===== config.mk =====
export PLATFORM = sky130hd
export DESIGN_NAME = fetch_stage
export DESIGN_NICKNAME = d
export VERILOG_FILES = /design/src/rtl/fetch_stage.sv
export SDC_FILE = /design/constraint.sdc
export NUM_CORES = 1
export LEC_CHECK = 0
export ABC_CLOCK_PERIOD_IN_PS = 2450
export BUFFER_PORTS_ARGS = -buffer_cell sky130_fd_sc_hd__buf_2
export CAP_MARGIN = 20
export CORE_ASPECT_RATIO = 0.6
export CORE_MARGIN = 2
export CORE_UTILIZATION = 49
export DETAILED_ROUTE_END_ITERATION = 8
export GPL_ROUTABILITY_DRIVEN = 1
export MAX_ROUTING_LAYER = met4
export PLACE_DENSITY = 0.8
export SLEW_MARGIN = 30
export SYNTH_ARGS = -nofsm -noshare
export SYNTH_HDL_FRONTEND = slang
export SYNTH_SLANG_ARGS = --single-unit

===== constraint.sdc =====
create_clock -name clk -period 2.45 [get_ports clk]
set_input_delay 0.245 -clock clk [delete_from_list [all_inputs] [get_ports clk]]
set_output_delay 0.245 -clock clk [all_outputs]
set_load 0.05 [all_outputs]

===== src/rtl/fetch_stage.sv =====
// Instruction fetch stage: PC register, IF/ID latch and a FETCH/WAIT/HALTED sequencer.
// Optional macro FETCH_TIMEOUT_EN adds a wait-cycle watchdog that raises err.
module fetch_stage #(
    parameter logic [15:0] RESET_PC       = 16'h0000,
    parameter logic [15:0] TIMEOUT_CYCLES = 16'd16
) (
    input  logic        clk,
    input  logic        rst,
    output logic        imem_req,
    output logic [15:0] imem_addr,
    input  logic        imem_rdy,
    input  logic [15:0] imem_data,
    input  logic        stall,
    input  logic        redirect,
    input  logic [15:0] redirectPC,
    input  logic        haltDec,
    output logic [15:0] inst15_0,
    output logic [15:0] incPC,
    output logic        controlMuxSig,
    output logic        instValid,
    output logic        err
);

    localparam logic [15:0] NOP_INST = 16'h0800;

    typedef enum logic [1:0] {
        S_FETCH  = 2'd0,
        S_WAIT   = 2'd1,
        S_HALTED = 2'd2
    } state_t;

    state_t      state_q, state_d;
    logic [15:0] pc_q, pc_d;
    logic [15:0] inst_q, inst_d;
    logic [15:0] inc_q, inc_d;
    logic        bubble_q, bubble_d;
    logic        valid_q, valid_d;
    logic        err_q, err_d;
    logic [15:0] pc_plus2_s;

`ifdef FETCH_TIMEOUT_EN
    logic [15:0] cnt_q, cnt_d;
`else
    logic        unused_timeout_s;
    assign unused_timeout_s = ^TIMEOUT_CYCLES;
`endif

    assign pc_plus2_s    = pc_q + 16'd2;
    assign imem_req      = (state_q != S_HALTED) && rst && !stall && !redirect;
    assign imem_addr     = pc_q;
    assign inst15_0      = inst_q;
    assign incPC         = inc_q;
    assign controlMuxSig = bubble_q;
    assign instValid     = valid_q;
    assign err           = err_q;

    // Next-state: redirect beats stall, stall beats halt, halt beats memory data.
    always_comb begin
        state_d  = state_q;
        pc_d     = pc_q;
        inst_d   = inst_q;
        inc_d    = inc_q;
        bubble_d = bubble_q;
        valid_d  = valid_q;
        err_d    = err_q;
`ifdef FETCH_TIMEOUT_EN
        cnt_d    = cnt_q;
`endif
        case (state_q)
            S_FETCH, S_WAIT: begin
                if (redirect) begin
                    pc_d     = {redirectPC[15:1], 1'b0};
                    inst_d   = NOP_INST;
                    bubble_d = 1'b1;
                    valid_d  = 1'b0;
                    state_d  = S_FETCH;
                    if (redirectPC[0]) begin
                        err_d = 1'b1;
                    end else begin
                        err_d = err_q;
                    end
`ifdef FETCH_TIMEOUT_EN
                    cnt_d = 16'd0;
`endif
                end else if (stall) begin
                    state_d = state_q;
                end else if (haltDec) begin
                    inst_d   = NOP_INST;
                    bubble_d = 1'b1;
                    valid_d  = 1'b0;
                    state_d  = S_HALTED;
`ifdef FETCH_TIMEOUT_EN
                    cnt_d = 16'd0;
`endif
                end else if (imem_rdy) begin
                    inst_d   = imem_data;
                    inc_d    = pc_plus2_s;
                    pc_d     = pc_plus2_s;
                    bubble_d = 1'b0;
                    valid_d  = 1'b1;
                    state_d  = S_FETCH;
`ifdef FETCH_TIMEOUT_EN
                    cnt_d = 16'd0;
`endif
                end else begin
                    inst_d   = NOP_INST;
                    bubble_d = 1'b1;
                    valid_d  = 1'b0;
                    state_d  = S_WAIT;
`ifdef FETCH_TIMEOUT_EN
                    // Saturate so err stays set and the counter never wraps.
                    if (cnt_q == TIMEOUT_CYCLES) begin
                        cnt_d = cnt_q;
                    end else begin
                        cnt_d = cnt_q + 16'd1;
                    end
                    if (cnt_d == TIMEOUT_CYCLES) begin
                        err_d = 1'b1;
                    end else begin
                        err_d = err_q;
                    end
`endif
                end
            end
            S_HALTED: begin
                state_d = S_HALTED;
            end
            default: begin
                state_d = S_FETCH;
            end
        endcase
    end

    // State, PC and IF/ID registers.
    always_ff @(posedge clk or negedge rst) begin
        if (!rst) begin
            state_q  <= S_FETCH;
            pc_q     <= RESET_PC;
            inst_q   <= NOP_INST;
            inc_q    <= 16'h0000;
            bubble_q <= 1'b1;
            valid_q  <= 1'b0;
            err_q    <= 1'b0;
        end else begin
            state_q  <= state_d;
            pc_q     <= pc_d;
            inst_q   <= inst_d;
            inc_q    <= inc_d;
            bubble_q <= bubble_d;
            valid_q  <= valid_d;
            err_q    <= err_d;
        end
    end

`ifdef FETCH_TIMEOUT_EN
    // Consecutive wait-cycle counter.
    always_ff @(posedge clk or negedge rst) begin
        if (!rst) begin
            cnt_q <= 16'd0;
        end else begin
            cnt_q <= cnt_d;
        end
    end
`endif

endmodule


Yosys cells after proc, flatten, opt, wreduce, memory -nomap -nowiden. Index checks and enable logic that the tools add are counted.

Register bits: 53. Latch bits: 0. RAM bits: 0. Bits in read-only memories: 0. Output and inout bits: 52. Memories kept: 0.

Add/sub/neg operators: 1. $mul: 0. Divide/modulo/power cells: 0. $lt $le $gt $ge: 0. Equal/unequal tests: 6. Shift operators: 0. Muxes and demuxes: 21. Bitwise gates (word level): 3. Reduce and logical (&&, ||, !) cells: 12.

Operators with widths (count): 2-to-1 mux 16 bit (8); adder 16 x 2 -> 16 bit, second input constant (1); 2-to-1 mux 1 bit (9); 2-to-1 mux 2 bit (3); AND reduction 5 bit (1); inequality test 2 bit, second input constant (2); one-hot mux 2 bit (2 select lines) (1); AND reduction 4 bit (1); logical AND 1 bit (3); inequality test 3 bit, second input constant (1); inverter 1 bit (3); AND reduction 3 bit (1); == test 2 x 1 -> 1 bit, second input constant (1); == test 2 bit, second input constant (1); logical NOT 1 bit (2); logical NOT 2 bit (1); inequality test 2 x 1 -> 1 bit, second input constant (1); AND reduction 2 bit (1); nonzero test 2 bit (1); OR reduction 2 bit (1).

Logic depth before layout (Yosys ltp). Gate-level depths: netlist (run 1).

Word-level depth: 5. Depth in mapped cells: 6. Mapped depth without buffers: 5.

Worst setup path after synthesis (run 1). OpenSTA, ideal clock, no wires.

Kind: register -> register. Start point: register pc_q[5], in the netlist imem_addr[5]. End point: register inc_q[14], in the netlist incPC[14]. Setup time: 0.124 ns. Data arrival time: 2.022 ns. Required time: 2.326 ns. Path slack: 0.304 ns. Cell stages (with the launch flop): 6. Cell sequence: dfrtp_1 > clkbuf_2 > nand4_4 > or4_4 > and3_4 > a211o_1.

Longest elaborated chain between the ends: 1.

RTL lines: start: declaration (line 33) `logic [15:0] pc_q, pc_d;`; start signal: assignment (line 146) `pc_q <= pc_d;`; adder 16 x 2 -> 16 bit (line 48) `assign pc_plus2_s = pc_q + 16'd2;`; end signal: assignment (line 148) `inc_q <= inc_d;`; end: declaration (line 35) `logic [15:0] inc_q, inc_d;`.

Every way passes these cells. A chain may end at the register's enable or synchronous reset.

Final worst setup path (run 1).
Start point: register pc_q[2], in the netlist imem_addr[2]. End point: register pc_q[15], in the netlist imem_addr[15].

Longest elaborated chain between the ends: 5.

RTL lines: adder 16 x 2 -> 16 bit (line 48); 2-to-1 mux 16 bit (line 95) `end else if (imem_rdy) begin`; 2-to-1 mux 16 bit (line 87) `end else if (haltDec) begin`; 2-to-1 mux 16 bit (line 85) `end else if (stall) begin`; 2-to-1 mux 16 bit (line 71) `if (redirect) begin`.

Every way passes these cells. The select of a mux whose other input is x is not followed.

==> run summary, run 1 <==
### Synthesis
- synthesized cell area: 2422 sq um
- combinational family with the most area after synthesis: compound AO/OA/AOI/OAI gates
- total number of yosys warnings: 0
- Post-Synth Adder-Cell Area: 0.005165
- gate count after technology mapping: 237
- simple-gate area share of the yosys netlist: 0.1818
- EDFF count, synth: 0
- most used flip-flop cell after synthesis: dfrtp_1
- multiplexer share of the synthesized area: 0.004132
- number of distinct standard cells referenced by the synthesized netlist: 47
- fraction of synthesis flops using an asynchronous set or reset pin: 1.000
- Avg Inst Size Synth: 10.22 sq um
- complex-gate fraction of the synthesized area: 0.1921
- XOR/XNOR share of the synthesized area: 0.03616
- post-synthesis register bit count: 51
- post-synthesis sequential area ratio: 0.5279

### Die
- die boundary height: 58.46 um
- full die area: 5540 sq um
- number of standard-cell rows in the floorplan: 19
- Boundary Pins: 90
- CORE AREA: 4659 sq um
- width of the die: 94.77 um
- starting density of the core: 0.5199

### Route
- total wire length after detailed routing: 5883 um
- number of design-rule violations left by the first detailed-router iteration: 227
- post-detailed-route wirelength per cell: 15.40 um
- DRC violations left: 0
- count of antenna-violating nets left after detailed routing: 0
- drt via density: 5.474
- drt pass-1 iters: 4
- vias post-DR: 2091

### Placed design
- routability congestion estimate: 0.9598
- detailed placer's ending HPWL: 4366 um
- count of buffers from port buffering: 87

### Cells and area
- most frequent standard cell in the layout excluding fill and tap cells: buf_2
- multi-input combinational cell area: 1030 sq um
- leading cell types in the layout, fill and taps excluded: 87 x buf_2, 49 x dfrtp_1, 27 x nand2_1
- share of final-layout standard cells stronger than drive strength 1: 0.3417
- Fill cells: 415
- area used by sequential logic in the layout: 1279 sq um
- Area Growth Syn to Fin: 22.21%
- diodes inserted: 0
- final core area utilization: 0.6353
- NumNets Final: 357

### Power
- static leakage: 1.483 nW
- largest vdd supply drop: 0.7077 mV
- proportion of power drawn by combinational gates: 0.503
- switching power share of the total: 0.5296
- Reg power frac: 0.374
- cell internal pwr: 1.810 mW
- power dissipated by switching net loads: 2.038 mW
- power per unit of standard cell area: 1300 nW/um^2
- clock share of power: 0.123

### GRT
- antenna violations before repair: 0
- wire length of the first global-routing pass: 9625 um
- GRT Resource Usage Total: 0.2397
- sum of overflow across all layers after global routing: 0
- largest net degree at the start of global routing: 52
- vias in the first global route: 1884

### Clock tree
- Max Root-Sink Buffers: 2
- TritonCTS sink count: 51
- clock tree root buffer cell: clkbuf_8
- number of setup buffers added after CTS: 0
- Post-CTS Resized: 0
- Inserted Clock Buffers: 5
- TritonCTS clock tree: yes
- clock transition at the registers of the reported paths: 0.09 ns
- hold-fix buffers at CTS: 0
- worst skew pair latency: 0.31 ns
- number of H-tree branching levels: 2

### Setup path
- category of the critical setup timing path: flop to flop
- crit path DAT: 2.09 ns
- Critical Path End Type: flop
- CP Data Required Time: 2.64 ns
- cells traversed along the worst timing path: ha_1 > nand3_1 > nor4_1 > and3_1 > nor3_1
- type of origin of the critical path: flop
- worst-path maximum fanout: 6
- delay contributed by the slowest stage of the critical path: 0.56 ns
- library cell contributing the largest single delay on the critical path: nor4_1
- Worst R2R Path Depth: 5

### Timing
- fin crit period: 1.902 ns
- post-route setup TNS: 0 ns
- unrepaired setup endpoints after global routing: false
- number of hold violations in the final report: 0
- transition time at the pin with the least slew margin: 0.7719 ns
- worst setup skew after layout: 0.009062 ns
- setup violators final: 0
- number of pins with negative max-slew slack in the final report: 0
- crit share post-route: 0.7763
- Slew headroom: 0.4823
- highest achievable clock rate: 0.5258 GHz

### Run
- maximum capacitance violations: 0

### Status
- result of the run: finished clean

### Hold path
- Hold Path Class: input port to asynchronous set/reset pin

critical path: cells and delay by family, from the launching register on:
| kind | cells | cell delay, ns |
|---|---|---|
| simple gates | 4 | 1.05 |
| flops | 1 | 0.45 |
| fa+ha+maj | 1 | 0.29 |
metrics by stage:
step	hold WS, ns	setup WS, ns	area, sq um	power, mW	std cells
after floorplan	-0.05059	0.3044	2426	2.904	238
after global placement	0.4191	0.6670	2875	3.349	374
after detailed placement	0.4205	0.6165	2875	3.391	374
after CTS	0.07985	0.5635	2960	3.864	382
after global routing	0.09977	0.3433	2960	4.084	382
final	0.04098	0.5480	2960	3.848	382
path summary, 6_finish.rpt:
| check | startpoint | to | slack, ns |
|---|---|---|---|
| setup / recovery | imem_addr[2]$_DFFE_PN0P_ | imem_addr[15]$_DFFE_PN0P_ | 0.55 |
| hold / removal | rst | imem_addr[3]$_DFFE_PN0P_ | 0.04 |
| setup reg to reg | imem_addr[2]$_DFFE_PN0P_ | imem_addr[15]$_DFFE_PN0P_ | 0.55 |
| hold reg to reg | inst15_0[11]$_DFFE_PN1P_ | inst15_0[11]$_DFFE_PN1P_ | 0.46 |
| max in group asynchronous | rst | instValid$_DFFE_PN0P_ | 1.98 |
| min in group clk | redirectPC[0] | err$_DFFE_PN0P_ | 0.14 |
power by group through the flow:
stage	clock (mW)	sequential, mW	combinational (mW)
floorplan	0	2.31	0.590
global placement	0	1.43	1.92
detailed placement	0	1.45	1.94
CTS	0.485	1.43	1.95
global route	0.531	1.49	2.07
finish	0.472	1.44	1.94
registers in the layout, indices dropped and copies added (netlist names):
signal and cells:
controlMuxSig 1, err 1, imem_addr 15, incPC 15, inst15_0 16, instValid 1, state_q 2
synth_stat cells, types with 3 or more instances:
cell | instances | area (sq um)
a21oi_1 | 7 | 35.03
a22o_1 | 16 | 140.1
a22oi_1 | 4 | 30.03
and3_1 | 5 | 31.28
buf_4 | 3 | 22.52
clkbuf_1 | 11 | 41.29
dfrtp_1 | 49 | 1226
inv_1 | 5 | 18.77
nand2_1 | 27 | 101.4
nand3_1 | 12 | 60.06
nand4_1 | 3 | 18.77
nor2_1 | 10 | 37.54
nor3_1 | 8 | 40.04
nor4_1 | 3 | 18.77
o21ai_0 | 20 | 100.1
o2bb2ai_1 | 5 | 43.79
or3_1 | 3 | 18.77
xnor2_1 | 8 | 70.07
layout make-up:
type | instances | area share
Clock buffer | 6 | 0.02451
Sequential cell | 51 | 0.4320
Timing Repair Buffer | 91 | 0.1572
Multi-Input combinational cell | 163 | 0.3478
Tap cell | 63 | 0.02663
Clock inverter | 2 | 0.004227
Inverter | 6 | 0.007608
kinds of logic (layout without fill, tap and decap cells):
kind of cell    after synthesis  after routing
mux                           1              1
simple gates                 83             83
flops                        51             51
fa+ha+maj                     1              1
other cells                   1              2
xor+xnor                     10             10
compound gates               66             66
buf+inv                      24            105
per-layer routing:
| metal | share of wire | GRT usage | wire length (um) |
|---|---|---|---|
| met2 | 0.40 | 0.3050 | 2336 |
| met1 | 0.51 | 0.3821 | 3023 |
| met3 | 0.074 | 0.03969 | 436 |
| met5 | 0 | - | 0 |
| met4 | 0.015 | 0.08075 | 87 |
No activity file was read; power rests on OpenSTA's default activity.
==> run 2: changes to the inputs <==
--- a/config.mk
+++ b/config.mk
@@ -5,7 +5,7 @@
 export SDC_FILE = /design/constraint.sdc
 export NUM_CORES = 1
 export LEC_CHECK = 0
-export ABC_CLOCK_PERIOD_IN_PS = 2450
+export ABC_CLOCK_PERIOD_IN_PS = 1800
 export BUFFER_PORTS_ARGS = -buffer_cell sky130_fd_sc_hd__buf_2
 export CAP_MARGIN = 20
 export CORE_ASPECT_RATIO = 0.6
==> constraint.sdc (replaced) <==
create_clock -name clk -period 1.8 [get_ports clk]
set_input_delay 0.18 -clock clk [delete_from_list [all_inputs] [get_ports clk]]
set_output_delay 0.18 -clock clk [all_outputs]
set_load 0.05 [all_outputs]
==> run summary, run 2 (synthesis gave the netlist of run 1 again) <==
### Power
- power per unit of standard cell area: 1805 nW/um^2, was 1300 nW/um^2
- proportion of power drawn by combinational gates: 0.518, was 0.503
- post-layout power: 5.638 mW, was 3.848 mW
- Reg power frac: 0.332, was 0.374
- switching power share of the total: 0.5048, was 0.5296
- power dissipated by switching net loads: 2.846 mW, was 2.038 mW
- static leakage: 1.564 nW, was 1.483 nW
- cell internal pwr: 2.792 mW, was 1.810 mW
- largest vdd supply drop: 0.9187 mV, was 0.7077 mV
- clock share of power: 0.150, was 0.123

### Timing
- worst hold slack: -0.006571 ns, was 0.04098 ns
- worst-case setup margin in the final layout: 0.04115 ns, was 0.5480 ns
- number of pins with negative max-slew slack in the final report: 0, unchanged
- Slew headroom: 0.5533, was 0.4823
- setup violators final: 0, unchanged
- fin crit period: 1.759 ns, was 1.902 ns
- post-route setup TNS: 0 ns, unchanged
- highest achievable clock rate: 0.5686 GHz, was 0.5258 GHz
- transition time at the pin with the least slew margin: 0.6660 ns, was 0.7719 ns
- unrepaired setup endpoints after global routing: false, unchanged
- crit share post-route: 0.9771, was 0.7763
- worst setup skew after layout: 0.009691 ns, was 0.009062 ns
- number of hold violations in the final report: 8, was 0

### Setup path
- Critical Path End Type: flop, unchanged
- CP Data Required Time: 1.99 ns, was 2.64 ns
- worst-path maximum fanout: 7, was 6
- type of origin of the critical path: flop, unchanged
- category of the critical setup timing path: flop to flop, unchanged
- crit path DAT: 1.95 ns, was 2.09 ns

### Placed design
- routability congestion estimate: 0.8767, was 0.9598
- detailed placer's ending HPWL: 4462 um, was 4366 um
- worst slack, placed: 0.09006 ns, was 0.6165 ns
- count of placed standard cells including taps: 386, was 374
- count of buffers from port buffering: 87, unchanged
- instance area after placement: 2987 sq um, was 2875 sq um

### Clock tree
- worst skew pair latency: 0.30 ns, was 0.31 ns
- Inserted Clock Buffers: 5, unchanged
- Max Root-Sink Buffers: 2, unchanged
- clock tree root buffer cell: clkbuf_8, unchanged
- hold-fix buffers at CTS: 0, unchanged
- TritonCTS sink count: 51, unchanged
- number of H-tree branching levels: 2, unchanged
- clock transition at the registers of the reported paths: 0.10 ns, was 0.09 ns
- TritonCTS clock tree: yes, unchanged

### Route
- post-detailed-route wirelength per cell: 15.35 um, was 15.40 um
- drt pass-1 iters: 4, unchanged
- DRC violations left: 0, unchanged
- vias post-DR: 2147, was 2091
- total wire length after detailed routing: 6077 um, was 5883 um
- drt via density: 5.422, was 5.474
- count of antenna-violating nets left after detailed routing: 0, unchanged
- number of design-rule violations left by the first detailed-router iteration: 161, was 227

### Die
- full die area: 5540 sq um, unchanged
- width of the die: 94.77 um, unchanged
- starting density of the core: 0.5199, unchanged
- CORE AREA: 4659 sq um, unchanged
- Boundary Pins: 90, unchanged
- die boundary height: 58.46 um, unchanged
- number of standard-cell rows in the floorplan: 19, unchanged

### GRT
- sum of overflow across all layers after global routing: 0, unchanged
- largest net degree at the start of global routing: 52, unchanged
- vias in the first global route: 1864, was 1884
- antenna violations before repair: 0, unchanged
- wire length of the first global-routing pass: 9584 um, was 9625 um
- GRT Resource Usage Total: 0.2322, was 0.2397

### Cells and area
- share of final-layout standard cells stronger than drive strength 1: 0.3934, was 0.3417
- NumNets Final: 371, was 357
- max reg flops: 16, unchanged
- leading cell types in the layout, fill and taps excluded: 87 x buf_2, 42 x dfrtp_1, 27 x nand2_1, was 87 x buf_2, 49 x dfrtp_1, 27 x nand2_1
- Fill cells: 408, was 415
- diodes inserted: 0, unchanged
- Area Growth Syn to Fin: 28.93%, was 22.21%
- most frequent standard cell in the layout excluding fill and tap cells: buf_2, unchanged
- final core area utilization: 0.6702, was 0.6353
- area of all placed cells without fillers: 3123 sq um, was 2960 sq um
- Post-Layout Cell Count: 396, was 382

### Hold path
- Hold Path Class: input port to asynchronous set/reset pin, unchanged

### Run
- maximum capacitance violations: 0, unchanged

### Status
- result of the run: finished with violations, was finished clean
- failing checks: hold timing

[run 2: cell count changes in the layout (fill, tap and decap cells not counted), sizes merged]
cell,delta
clkinvlp,-1
clkinv,-1
bufinv,+1
inv,+1
buf,+14
[run 2: cell type report]
cell class	instances	area, sq um	area share
clock inverter	2	38.79	0.01242
clock buffer	6	82.58	0.02644
inverter	6	22.52	0.007212
multi-input combinational	163	1030	0.3297
tap	63	78.83	0.02524
timing repair buffer	105	583.1	0.1867
sequential	51	1287	0.4123
[run 2: final timing paths]
check,slack (ns),depth (start not counted),endpoint,startpoint
setup / recovery,0.04,4,incPC[14]$_DFFE_PN0P_,imem_addr[9]$_DFFE_PN0P_
hold / removal,-0.007,2,imem_addr[2]$_DFFE_PN0P_,rst
setup reg to reg,0.04,4,incPC[14]$_DFFE_PN0P_,imem_addr[9]$_DFFE_PN0P_
hold reg to reg,0.46,1,err$_DFFE_PN0P_,err$_DFFE_PN0P_
max in group asynchronous,1.35,2,imem_addr[7]$_DFFE_PN0P_,rst
min in group clk,0.08,2,err$_DFFE_PN0P_,redirectPC[0]
[run 2: critical path, cell delays in order, from the launching register on]
cell	delay [ns]
dfrtp_1	0.49
nand4_1	0.23
or4_4	0.48
and3_4	0.19
a211o_1	0.25
[run 2: power groups by stage]
| stage | clock network, mW | logic (mW) | registers, mW |
|---|---|---|---|
| finish | 0.844 | 2.92 | 1.87 |
| global route | 0.906 | 3.09 | 1.92 |
| CTS | 0.852 | 2.87 | 1.88 |
| detailed placement | 0 | 2.87 | 1.90 |
| global placement | 0 | 2.83 | 1.88 |
| floorplan | 0 | 0.811 | 3.17 |
[run 2: repair_timing]
action | in CTS | in global routing
gates resized for setup | 0 | 1
buffers inserted | 0 | 2
endpoints found under the setup margin | 0 | 1
[run 2: routing by layer]
metal,wire (um),share of wire,global-route usage
met1,3051,0.50,0.3857
met2,2411,0.40,0.2989
met3,610,0.10,0.03841
met4,3,0.00049,0.03106
met5,0,0,-
==> run 3: changes to the inputs <==
--- a/config.mk
+++ b/config.mk
@@ -5,12 +5,13 @@
 export SDC_FILE = /design/constraint.sdc
 export NUM_CORES = 1
 export LEC_CHECK = 0
+export ABC_AREA = 1
 export ABC_CLOCK_PERIOD_IN_PS = 1800
 export BUFFER_PORTS_ARGS = -buffer_cell sky130_fd_sc_hd__buf_2
 export CAP_MARGIN = 20
 export CORE_ASPECT_RATIO = 0.6
 export CORE_MARGIN = 2
-export CORE_UTILIZATION = 49
+export CORE_UTILIZATION = 50
 export DETAILED_ROUTE_END_ITERATION = 8
 export GPL_ROUTABILITY_DRIVEN = 1
 export MAX_ROUTING_LAYER = met4
==> run summary, run 3 <==
### Cells and area
- Area Growth Syn to Fin: 22.25%, was 28.93%
- area of all placed cells without fillers: 3120 sq um, was 3123 sq um
- leading cell types in the layout, fill and taps excluded: 95 x nand2_1, 87 x buf_2, 49 x dfrtp_1, was 87 x buf_2, 42 x dfrtp_1, 27 x nand2_1
- diodes inserted: 0, unchanged
- Post-Layout Cell Count: 443, was 396
- share of final-layout standard cells stronger than drive strength 1: 0.3554, was 0.3934
- NumNets Final: 415, was 371
- max reg flops: 16, unchanged
- most frequent standard cell in the layout excluding fill and tap cells: nand2_1, was buf_2

### Setup path
- CP Data Required Time: 2.01 ns, was 1.99 ns
- type of origin of the critical path: flop, unchanged
- cells traversed along the worst timing path: ha_1 > nand2_1 > nor2_2 > nand2_1 > xor2_1 > nand2_1 > nand2_1 > nand2_1, was nand4_1 > or4_4 > and3_4 > a211o_1
- delay contributed by the slowest stage of the critical path: 0.45 ns, was 0.49 ns
- Critical Path End Type: flop, unchanged
- category of the critical setup timing path: flop to flop, unchanged
- library cell contributing the largest single delay on the critical path: dfrtp_1, unchanged
- most prevalent standard cell on the critical path: nand2_1
- worst-path maximum fanout: 6, was 7
- crit path DAT: 1.85 ns, was 1.95 ns

### Synthesis
- total number of yosys warnings: 0, unchanged
- gate count after technology mapping: 290, was 237
- Avg Inst Size Synth: 8.802 sq um, was 10.22 sq um
- EDFF count, synth: 0, unchanged
- cell types occupying the most area after synthesis: dfrtp_1 48%, nand2_1 14%, a22o_1 5.1%, was dfrtp_1 51%, a22o_1 5.8%, nand2_1 4.2%
- number of distinct standard cells referenced by the synthesized netlist: 33, was 47
- most used flip-flop cell after synthesis: dfrtp_1, unchanged
- post-synthesis register bit count: 51, unchanged
- fraction of synthesis flops using an asynchronous set or reset pin: 1.000, unchanged
- ranking of synthesized cells by instance count: 95 x nand2_1, 49 x dfrtp_1, 27 x nor2_1, was 49 x dfrtp_1, 27 x nand2_1, 20 x o21ai_0
- synthesized cell area: 2552 sq um, was 2422 sq um
- share of Yosys cell area claimed by the top area cell type: 0.4804, was 0.5062
- post-synthesis sequential area ratio: 0.5010, was 0.5279
- most used standard cell by instance count after synthesis: nand2_1, was dfrtp_1
- dominant cell type by area after synthesis: dfrtp_1, unchanged

### Clock tree
- number of H-tree branching levels: 2, unchanged
- Inserted Clock Buffers: 5, unchanged
- number of setup buffers added after CTS: 0, unchanged
- Post-CTS Resized: 0, unchanged
- clock tree root buffer cell: clkbuf_8, unchanged
- TritonCTS clock tree: yes, unchanged
- Max Root-Sink Buffers: 2, unchanged
- clock transition at the registers of the reported paths: 0.10 ns, about the same
- hold-fix buffers at CTS: 0, unchanged
- TritonCTS sink count: 51, unchanged
- worst skew pair latency: 0.31 ns, was 0.30 ns

### GRT
- vias in the first global route: 2095, was 1864
- sum of overflow across all layers after global routing: 0, unchanged
- antenna violations before repair: 0, unchanged
- largest net degree at the start of global routing: 52, unchanged
- GRT Resource Usage Total: 0.2474, was 0.2322
- wire length of the first global-routing pass: 10290 um, was 9584 um

### Timing
- crit share post-route: 0.9138, was 0.9771
- worst-case setup margin in the final layout: 0.1552 ns, was 0.04115 ns
- transition time at the pin with the least slew margin: 0.6218 ns, was 0.6660 ns
- unrepaired setup endpoints after global routing: false, unchanged
- setup violators final: 0, unchanged
- highest achievable clock rate: 0.6080 GHz, was 0.5686 GHz
- Slew headroom: 0.5855, was 0.5533
- number of hold violations in the final report: 0, was 8
- post-route setup TNS: 0 ns, unchanged
- number of pins with negative max-slew slack in the final report: 0, unchanged
- worst setup skew after layout: 0.009046 ns, was 0.009691 ns
- fin crit period: 1.645 ns, was 1.759 ns

### Die
- Boundary Pins: 90, unchanged
- number of standard-cell rows in the floorplan: 20, was 19
- starting density of the core: 0.5126, was 0.5199
- width of the die: 96.24 um, was 94.77 um
- CORE AREA: 4980 sq um, was 4659 sq um
- full die area: 5711 sq um, was 5540 sq um
- die boundary height: 59.35 um, was 58.46 um

### Route
- drt via density: 5.221, was 5.422
- count of antenna-violating nets left after detailed routing: 0, unchanged
- number of design-rule violations left by the first detailed-router iteration: 151, was 161
- DRC violations left: 0, unchanged
- vias post-DR: 2313, was 2147
- total wire length after detailed routing: 6393 um, was 6077 um
- drt pass-1 iters: 5, was 4
- post-detailed-route wirelength per cell: 14.43 um, was 15.35 um

### Power
- largest vdd supply drop: 1.504 mV, was 0.9187 mV
- power per unit of standard cell area: 1847 nW/um^2, was 1805 nW/um^2
- static leakage: 1.691 nW, was 1.564 nW

### Placed design
- count of placed standard cells including taps: 435, was 386
- worst slack, placed: 0.1971 ns, was 0.09006 ns
- detailed placer's ending HPWL: 4784 um, was 4462 um
- instance area after placement: 3005 sq um, was 2987 sq um
- routability congestion estimate: 0.8442, was 0.8767
- count of buffers from port buffering: 87, unchanged

### Hold path
- Hold Path Class: input port to asynchronous set/reset pin, unchanged

### Status
- result of the run: finished clean, was finished with violations

### Run
- maximum capacitance violations: 0, unchanged

[run 3: cell count changes after synthesis, sizes merged, moves of 6 or more]
cell	previous run	this run
nand2	27	98
nor2	10	45
nor3	8	0
and3	6	0
o21ai	20	7
inv	5	17
buf	5	12
clkbuf	12	1
[run 3: final cells by class]
class,count,area [sq um]
multi-input combinational,210,1092
inverter,17,73.82
clock buffer,5,68.82
fill,425,1859
tap,66,82.58
clock inverter,3,46.29
sequential,51,1279
timing repair buffer,91,478.0
[run 3: stage by stage]
stage | hold WS (ns) | util | power [mW]
after global placement | 0.3959 | 0.6035 | 4.887
final | 0.02802 | 0.6266 | 5.763
after global routing | 0.07184 | 0.6266 | 6.071
after CTS | 0.05290 | 0.6266 | 5.751
after detailed placement | 0.3916 | 0.6035 | 4.935
after floorplan | -0.1156 | - | 4.195
[run 3: layer usage]
metal	global-route usage	vias up	share of wire
met5	-	-	0
met4	0.03061	0	0.0020
met3	0.06361	2	0.091
met2	0.3224	102	0.40
met1	0.3921	1102	0.51
li1	-	1107	-
[run 3: cells by family after synthesis]
logic type | share of synthesized area
other | 0.001469
XOR/XNOR | 0.02402
AND/OR/NAND/NOR | 0.2809
AO/OA/AOI/OAI | 0.1152
buffers and inverters | 0.07255
adder cells (fa/ha/maj) | 0.004901
flip-flops | 0.5010
[run 3: worst paths after layout]
path / start / to / slack (ns) / cells after the start
min: rst / imem_addr[11]$_DFFE_PN0P_ / 0.03 / 2
min in group clk: imem_data[5] / inst15_0[5]$_DFFE_PN0P_ / 0.08 / 2
max in group asynchronous: rst / incPC[6]$_DFFE_PN0P_ / 1.35 / 2
min reg2reg: incPC[2]$_DFFE_PN0P_ / incPC[2]$_DFFE_PN0P_ / 0.48 / 2
max reg2reg: imem_addr[1]$_DFFE_PN0P_ / imem_addr[9]$_DFFE_PN0P_ / 0.16 / 8
max: imem_addr[1]$_DFFE_PN0P_ / imem_addr[9]$_DFFE_PN0P_ / 0.16 / 8
[run 3: worst max-delay path, delay by kind of cell (launching register included)]
family                     cells  cell delay (ns)
xor gates and xnor gates       1             0.24
adders and majority gates      1             0.26
DFF                            1             0.45
and+or+nand+nor                6             0.58
[run 3: where the power goes]
part | switching (mW) | total, mW | internal (mW)
logic | 2.29 | 3.03 | 0.737
registers | 0.385 | 1.91 | 1.53
clock network | 0.402 | 0.821 | 0.419
